[src/rtl/riscv_config_ctrl.sv]
// UART-driven configuration controller for a small RISC-V core.
// Parses opcode + little-endian argument bytes from the receive stream,
// performs instruction/data/register writes and reads through strobed
// config ports, runs the core for a counted number of cycles, pulses the
// core reset, and answers over the transmit handshake.
//
// state   | meaning
// --------+--------------------------------------------------------------
// IDLE    | waiting for an opcode byte
// ARGS    | collecting argument bytes for the latched opcode
// SETUP   | address (and write data) driven, no strobe yet
// STROBE  | selected clkconfig high for one cycle / core reset pulse
// HOLD    | address and write data held one cycle after the strobe
// CAPTURE | read address still driven, read data latched at end of cycle
// SEND    | transmitting the 4 captured read bytes, LSB first
// RUN     | configon low, run counter counting down to terminal count
// ACK     | transmitting the single status byte (0xAA ack or 0xEE error)
module riscv_config_ctrl (
  input  logic        clk,
  input  logic        rst,
  input  logic [7:0]  rx_data,
  input  logic        rx_valid,
  output logic [7:0]  tx_data,
  output logic        tx_valid,
  input  logic        tx_ready,
  output logic        configon,
  output logic        core_rst_n,
  output logic [31:0] fetch_configaddr,
  output logic [31:0] fetch_writeinst,
  output logic        fetch_clkconfig,
  output logic [31:0] mem_configaddr,
  output logic [31:0] mem_writedata,
  output logic        mem_clkconfig,
  input  logic [31:0] mem_dataout,
  output logic [4:0]  reg_configaddr,
  output logic [31:0] reg_writedata,
  output logic        reg_clkconfig,
  input  logic [31:0] reg_dataout
);

  localparam logic [7:0] OP_WR_INST = 8'h01;
  localparam logic [7:0] OP_WR_DMEM = 8'h02;
  localparam logic [7:0] OP_WR_REG  = 8'h03;
  localparam logic [7:0] OP_RD_DMEM = 8'h04;
  localparam logic [7:0] OP_RD_REG  = 8'h05;
  localparam logic [7:0] OP_RUN     = 8'h06;
  localparam logic [7:0] OP_CORE_RST = 8'h07;

  localparam logic [7:0] BYTE_ACK = 8'hAA;
  localparam logic [7:0] BYTE_ERR = 8'hEE;

  typedef enum logic [3:0] {
    S_IDLE,
    S_ARGS,
    S_SETUP,
    S_STROBE,
    S_HOLD,
    S_CAPTURE,
    S_SEND,
    S_RUN,
    S_ACK
  } state_t;

  state_t      state, state_nx;
  logic [7:0]  op_q, op_nx;
  logic [63:0] arg_q, arg_nx;
  logic [2:0]  arg_cnt_q, arg_cnt_nx;
  logic [31:0] run_cnt_q, run_cnt_nx;
  logic [31:0] cap_q, cap_nx;
  logic [1:0]  send_idx_q, send_idx_nx;
  logic [7:0]  ack_q, ack_nx;

  logic [2:0]  last_arg_idx;
  logic [31:0] cmd_addr;
  logic [31:0] cmd_data;
  logic [31:0] run_n;
  logic        is_read;

  // Index of the final argument byte for the latched opcode.
  always_comb begin
    last_arg_idx = 3'd0;
    case (op_q)
      OP_WR_INST, OP_WR_DMEM: last_arg_idx = 3'd7;
      OP_WR_REG:              last_arg_idx = 3'd4;
      OP_RD_DMEM, OP_RUN:     last_arg_idx = 3'd3;
      OP_RD_REG:              last_arg_idx = 3'd0;
      default:                last_arg_idx = 3'd0;
    endcase
  end

  // Register commands carry a one-byte address, so data starts at byte 1.
  assign cmd_addr = (op_q == OP_WR_REG || op_q == OP_RD_REG) ? {24'd0, arg_q[7:0]} : arg_q[31:0];
  assign cmd_data = (op_q == OP_WR_REG) ? arg_q[39:8] : arg_q[63:32];
  assign is_read  = (op_q == OP_RD_DMEM) || (op_q == OP_RD_REG);

  // Run count as it will be once the top byte arriving now is included.
  assign run_n = {rx_data, arg_q[23:0]};

  // State and datapath registers, synchronous active-low reset.
  always_ff @(posedge clk) begin
    if (!rst) begin
      state      <= S_IDLE;
      op_q       <= 8'd0;
      arg_q      <= 64'd0;
      arg_cnt_q  <= 3'd0;
      run_cnt_q  <= 32'd0;
      cap_q      <= 32'd0;
      send_idx_q <= 2'd0;
      ack_q      <= 8'd0;
    end else begin
      state      <= state_nx;
      op_q       <= op_nx;
      arg_q      <= arg_nx;
      arg_cnt_q  <= arg_cnt_nx;
      run_cnt_q  <= run_cnt_nx;
      cap_q      <= cap_nx;
      send_idx_q <= send_idx_nx;
      ack_q      <= ack_nx;
    end
  end

  // Next-state and datapath update logic.
  always_comb begin
    state_nx    = state;
    op_nx       = op_q;
    arg_nx      = arg_q;
    arg_cnt_nx  = arg_cnt_q;
    run_cnt_nx  = run_cnt_q;
    cap_nx      = cap_q;
    send_idx_nx = send_idx_q;
    ack_nx      = ack_q;
    case (state)
      S_IDLE: begin
        if (rx_valid) begin
          op_nx      = rx_data;
          arg_nx     = 64'd0;
          arg_cnt_nx = 3'd0;
          ack_nx     = BYTE_ACK;
          if (rx_data == OP_CORE_RST) begin
            state_nx = S_STROBE;
          end else if (rx_data >= OP_WR_INST && rx_data <= OP_RUN) begin
            state_nx = S_ARGS;
          end else begin
            ack_nx   = BYTE_ERR;
            state_nx = S_ACK;
          end
        end
      end
      S_ARGS: begin
        if (rx_valid) begin
          arg_nx[{arg_cnt_q, 3'b000} +: 8] = rx_data;
          arg_cnt_nx = arg_cnt_q + 3'd1;
          if (arg_cnt_q == last_arg_idx) begin
            if (op_q == OP_RUN) begin
              // A zero count skips RUN so configon never drops.
              if (run_n == 32'd0) begin
                state_nx = S_ACK;
              end else begin
                run_cnt_nx = run_n;
                state_nx   = S_RUN;
              end
            end else begin
              state_nx = S_SETUP;
            end
          end
        end
      end
      S_SETUP: begin
        state_nx = is_read ? S_CAPTURE : S_STROBE;
      end
      S_STROBE: begin
        state_nx = (op_q == OP_CORE_RST) ? S_ACK : S_HOLD;
      end
      S_HOLD: begin
        state_nx = S_ACK;
      end
      S_CAPTURE: begin
        cap_nx      = (op_q == OP_RD_REG) ? reg_dataout : mem_dataout;
        send_idx_nx = 2'd0;
        state_nx    = S_SEND;
      end
      S_SEND: begin
        if (tx_ready) begin
          if (send_idx_q == 2'd3) begin
            state_nx = S_IDLE;
          end else begin
            send_idx_nx = send_idx_q + 2'd1;
          end
        end
      end
      S_RUN: begin
        // Entered holding N; terminal count 1 ends the window after N cycles.
        if (run_cnt_q == 32'd1) begin
          state_nx = S_ACK;
        end else begin
          run_cnt_nx = run_cnt_q - 32'd1;
        end
      end
      S_ACK: begin
        if (tx_ready) begin
          state_nx = S_IDLE;
        end
      end
      default: begin
        state_nx = S_IDLE;
      end
    endcase
  end

  // Output decode; reset forces the idle values combinationally.
  always_comb begin
    tx_data          = 8'd0;
    tx_valid         = 1'b0;
    configon         = 1'b1;
    core_rst_n       = 1'b1;
    fetch_configaddr = 32'd0;
    fetch_writeinst  = 32'd0;
    fetch_clkconfig  = 1'b0;
    mem_configaddr   = 32'd0;
    mem_writedata    = 32'd0;
    mem_clkconfig    = 1'b0;
    reg_configaddr   = 5'd0;
    reg_writedata    = 32'd0;
    reg_clkconfig    = 1'b0;
    if (!rst) begin
      core_rst_n = 1'b0;
    end else begin
      if (state inside {S_SETUP, S_STROBE, S_HOLD, S_CAPTURE}) begin
        case (op_q)
          OP_WR_INST: begin
            fetch_configaddr = cmd_addr;
            fetch_writeinst  = cmd_data;
            fetch_clkconfig  = (state == S_STROBE);
          end
          OP_WR_DMEM: begin
            mem_configaddr = cmd_addr;
            mem_writedata  = cmd_data;
            mem_clkconfig  = (state == S_STROBE);
          end
          OP_WR_REG: begin
            reg_configaddr = cmd_addr[4:0];
            reg_writedata  = cmd_data;
            reg_clkconfig  = (state == S_STROBE);
          end
          OP_RD_DMEM: begin
            mem_configaddr = cmd_addr;
          end
          OP_RD_REG: begin
            reg_configaddr = cmd_addr[4:0];
          end
          OP_CORE_RST: begin
            core_rst_n = (state != S_STROBE);
          end
          default: begin
            core_rst_n = 1'b1;
          end
        endcase
      end
      case (state)
        S_SEND: begin
          tx_valid = 1'b1;
          tx_data  = cap_q[{send_idx_q, 3'b000} +: 8];
        end
        S_RUN: begin
          configon = 1'b0;
        end
        S_ACK: begin
          tx_valid = 1'b1;
          tx_data  = ack_q;
        end
        default: begin
          tx_valid = 1'b0;
        end
      endcase
    end
  end

endmodule

[config.mk]
export PLATFORM = sky130hd
export DESIGN_NAME = riscv_config_ctrl
export DESIGN_NICKNAME = d
export VERILOG_FILES = /design/src/rtl/riscv_config_ctrl.sv
export SDC_FILE = /design/constraint.sdc
export NUM_CORES = 1
export LEC_CHECK = 0
export ABC_CLOCK_PERIOD_IN_PS = 2390
export CAP_MARGIN = 10
export CORE_ASPECT_RATIO = 0.6
export CORE_MARGIN = 5
export CORE_UTILIZATION = 38
export DETAILED_ROUTE_END_ITERATION = 12
export GPL_TIMING_DRIVEN = 1
export PLACE_DENSITY = 0.68
export SKIP_LAST_GASP = 1
export SYNTH_ARGS = -nofsm -noshare
export SYNTH_HDL_FRONTEND = slang
export SYNTH_SLANG_ARGS = --single-unit
[constraint.sdc]
create_clock -name clk -period 2.39 [get_ports clk]
set_input_delay 0.3585 -clock clk [delete_from_list [all_inputs] [get_ports clk]]
set_output_delay 0.3585 -clock clk [all_outputs]
set_load 0.01 [all_outputs]
==> qor.json <==
{
  "route": {
    "routed_wire_length_per_instance_um": 22.3,
    "dr_total_vias": 10800,
    "drtAntennaViolNets": 0,
    "drt_first_pass_iters": 8,
    "dr.first_iter.drc_count": 926,
    "route.final.wire_length_mm": 41.0,
    "drc": 0,
    "vias_per_cell": 5.86
  },
  "synthesis": {
    "synth_simple_gate_area_share_pct": 31.6,
    "synth-seq-cells": 147,
    "synth.cell_area_um2": 8750,
    "synth-edff-count": 0,
    "synth_top_area_share_pct": 33.6,
    "post_synth.cell_area_avg_um2": 7.76,
    "post_synth_xor_area_fraction_pct": 0.100,
    "syn-instance-count": 1128,
    "synth_mux_area_share_pct": 5.95,
    "synthDistinctLibCells": 65,
    "dominant_combinational_cell_family_by_area_after_synthesis": "simple AND/OR/NAND/NOR gates",
    "synth_flop_cell": "sky130_fd_sc_hd__dfxtp_1",
    "netlist.top_cell.by_area": "sky130_fd_sc_hd__dfxtp_1",
    "syn-num-nets": 1210,
    "post-synth-top-count-cell": "sky130_fd_sc_hd__and2_1",
    "synth_compound_gate_area_share_pct": 22.8,
    "synth_adder_area_share_pct": 0.858,
    "yosys-top-cells-count": "169 x sky130_fd_sc_hd__and2_1, 164 x sky130_fd_sc_hd__nor2_1, 147 x sky130_fd_sc_hd__dfxtp_1, 77 x sky130_fd_sc_hd__clkbuf_1, 76 x sky130_fd_sc_hd__nand2_1",
    "yosysWarningCount": 0,
    "async_reset_ff_share_pct": 0,
    "synth_seq_area_share_pct": 33.6,
    "synth.area.top_cells": "sky130_fd_sc_hd__dfxtp_1 34%, sky130_fd_sc_hd__and2_1 12%, sky130_fd_sc_hd__nor2_1 7.0%"
  },
  "finish": {
    "area_growth_syn_to_layout_pct": 75.8,
    "fin_nets": 1595,
    "antenna_diode_instance_count": 0,
    "fillerInstances": 1746,
    "final_util_pct": 67.3,
    "layout-drive-gt1-share_pct": 43.8,
    "final_area_um2": 15400,
    "seqCellArea_um2": 2960,
    "multi_input_comb_area_um2": 6620
  },
  "critical_path": {
    "critical_path_class": "flop to output pin",
    "worst_ep_required_time_ns": 2.03,
    "timing.critical_path.arrival_ns": 2.25,
    "worst_path_max_delay_cell": "sky130_fd_sc_hd__or4_4",
    "crit_path_end_kind": "output pin",
    "critPathTopFamily": "simple AND/OR/NAND/NOR gates",
    "largest_fanout_on_the_critical_path": 8,
    "cpPeakStageDelay_ns": 0.55,
    "start_kind": "flop",
    "cp_cell_sequence": "or4_4 -> nor2_4 -> nand2_2 -> nor2_4 -> buf_12 -> buf_16 -> buf_12 -> and2_4 -> buf_6",
    "timing.critical_path.buf_inv": 4
  },
  "power": {
    "totalPowerFinal_mw": 8.37,
    "power_switching_share_pct": 36.4,
    "power.combinational.fraction_pct": 35.9,
    "cellInternalPower_mw": 5.32,
    "power_leakage_nw": 6.31,
    "vdd.ir_drop.worst_mv": 0.562,
    "switchingPower_mw": 3.05,
    "power_density_cells_nw_per_um2": 544,
    "p_seq_share_pct": 32.8,
    "power_frac_clock_pct": 31.3
  },
  "sta": {
    "maxClockFrequency_mhz": 383,
    "report.final.hold_viol_count": 0,
    "setup_violations": 208,
    "rsz0062_at_grt": "yes",
    "finClkSkew_ns": 0.0147,
    "worst-slew-pin-transition_ns": 0.757,
    "timing.final.crit_period_ns": 2.61,
    "worst_slack_ns": -0.222,
    "finalCritPeriodShare_pct": 109,
    "maxSlewHeadroom_pct": 49.6,
    "maxSlewViolCount": 0
  },
  "flow_run": {
    "cap_violations": 0
  },
  "run_status": {
    "failed_checks": "negative setup slack",
    "run_status": "finished with violations"
  },
  "placed_design": {
    "portBuffers": 254,
    "dp_hpwl_mm": 23.7,
    "gpl_congestion": 0.883,
    "place_area_um2": 12600
  },
  "cts": {
    "clock_latency_ns": 0.45,
    "buffer_cell_driving_the_clock_tree_root": "sky130_fd_sc_hd__clkbuf_16",
    "tritoncts": "yes",
    "clkSlewWorstSetupHoldPaths_ns": 0.07,
    "cts-root-to-sink-buffers": 2,
    "tritoncts_buffers": 17,
    "clkSinkCount": 147,
    "cts-htree-levels": 4
  },
  "global_routing": {
    "grt-ovfl-total": 0,
    "first_pass_grt_wire_length_mm": 59.1,
    "grt_start_max_net_pins": 137,
    "via_count_of_the_first_global_routing_pass": 10100,
    "grt_antenna_before_repair": 2,
    "grtUsageTotal_pct": 28.6
  },
  "die": {
    "start_util_pct": 38.3,
    "die_h_um": 128,
    "io-pin-count": 255,
    "design.die.area_um2": 26300,
    "std_cell_rows": 43,
    "core_area_um2": 22900,
    "die-width_um": 206
  },
  "hold_path": {
    "hold_class": "flop to flop"
  }
}
cell type report:
| class | count | area share, % |
|---|---|---|
| clock buffer | 19 | 2.88 |
| clock inverter | 13 | 0.757 |
| inverter | 15 | 0.382 |
| multi-input combinational | 873 | 43.0 |
| sequential | 147 | 19.2 |
| tap | 315 | 2.56 |
| timing repair buffer | 459 | 31.2 |
registers in the layout (all words and copies together) (netlist names):
signal	count
arg_q	64
cap_q	32
run_cnt_q	32
ack_q	2
op_q	8
arg_cnt_q	3
state	4
send_idx_q	2
path summary, 6_finish.rpt:
check | start | slack [ns] | cells after the start | end
max | op_q[7]$_SDFFE_PN0P_ | -0.22 | 9 | reg_writedata[4]
min | ack_q[5]$_SDFFE_PN0P_ | 0.48 | 2 | ack_q[5]$_SDFFE_PN0P_
max reg2reg | run_cnt_q[18]$_SDFFE_PN0P_ | -0.21 | 8 | run_cnt_q[23]$_SDFFE_PN0P_
min reg2reg | ack_q[5]$_SDFFE_PN0P_ | 0.48 | 2 | ack_q[5]$_SDFFE_PN0P_
cell usage in the layout (no fill, tap or decap), types with 9 or more instances in the layout:
cell type / n
sky130_fd_sc_hd__inv_1: 13
sky130_fd_sc_hd__a22o_1: 16
sky130_fd_sc_hd__buf_4: 139
sky130_fd_sc_hd__mux2i_1: 21
sky130_fd_sc_hd__clkbuf_2: 21
sky130_fd_sc_hd__a21oi_1: 50
sky130_fd_sc_hd__dfxtp_1: 139
sky130_fd_sc_hd__nand2_1: 74
sky130_fd_sc_hd__o31ai_1: 11
sky130_fd_sc_hd__a211oi_2: 16
sky130_fd_sc_hd__nor2_1: 159
sky130_fd_sc_hd__a211oi_1: 22
sky130_fd_sc_hd__nor4_1: 14
sky130_fd_sc_hd__clkbuf_16: 21
sky130_fd_sc_hd__buf_12: 23
sky130_fd_sc_hd__a22oi_1: 60
sky130_fd_sc_hd__a31oi_1: 9
sky130_fd_sc_hd__clkdlybuf4s50_1: 74
sky130_fd_sc_hd__nand3_1: 32
sky130_fd_sc_hd__buf_16: 12
sky130_fd_sc_hd__and2_4: 136
sky130_fd_sc_hd__buf_6: 161
sky130_fd_sc_hd__and3_1: 9
sky130_fd_sc_hd__and2_1: 33
sky130_fd_sc_hd__o21ai_0: 21
sky130_fd_sc_hd__buf_2: 15
sky130_fd_sc_hd__nor3_1: 14
cell families after synthesis:
logic type / count (synthesis)
AO/OA/AOI/OAI: 282
XOR/XNOR: 1
adder cells (fa/ha/maj): 6
buffers and inverters: 110
flip-flops: 147
multiplexers: 42
AND/OR/NAND/NOR: 540
power groups by stage:
stage	Sequential [mW]	Clock, mW	Combinational, mW
5_1_grt	2.75	2.74	3.15
3_3_place_gp	2.74	0	2.09
3_5_place_dp	2.75	0	2.12
4_1_cts	2.71	2.61	2.66
2_1_floorplan	2.71	0	1.18
6_report	2.74	2.62	3.00
per-layer routing:
metal | global-route usage, % | wire, µm | share of wire, % | vias up
li1 | - | - | - | 4852
met1 | 41.6 | 17500 | 43 | 5221
met2 | 42.4 | 18300 | 45 | 631
met3 | 8.02 | 4460 | 11 | 91
met4 | 5.98 | 802 | 2.0 | 2
met5 | 0 | 7 | 0.017 | -
per-stage QoR:
stage | setup TNS [ns] | std cells | hold slack, ns | setup WS (ns)
floorplan | -0.0609 | 1128 | 0.440 | -0.0275
global placement | -41.14 | 1746 | 0.462 | -0.273
detailed placement | -46.12 | 1746 | 0.458 | -0.303
CTS | -34.82 | 1824 | 0.478 | -0.282
global route | -41.91 | 1841 | 0.488 | -0.287
finish | -26.15 | 1841 | 0.484 | -0.222
worst min-delay path: stages (launching register included):
cell                      delay [ns]
sky130_fd_sc_hd__dfxtp_1        0.33
sky130_fd_sc_hd__nor2_1         0.05
sky130_fd_sc_hd__nor2_1         0.07
repair_timing:
action                     CTS  global route
cloned                      20             7
setup endpoints to repair  211           248
pin swaps                   94            75
setup buffers               26            20
gates resized for setup    915           294
hold buffers                 0             0
(Power assumes the default switching activity.)
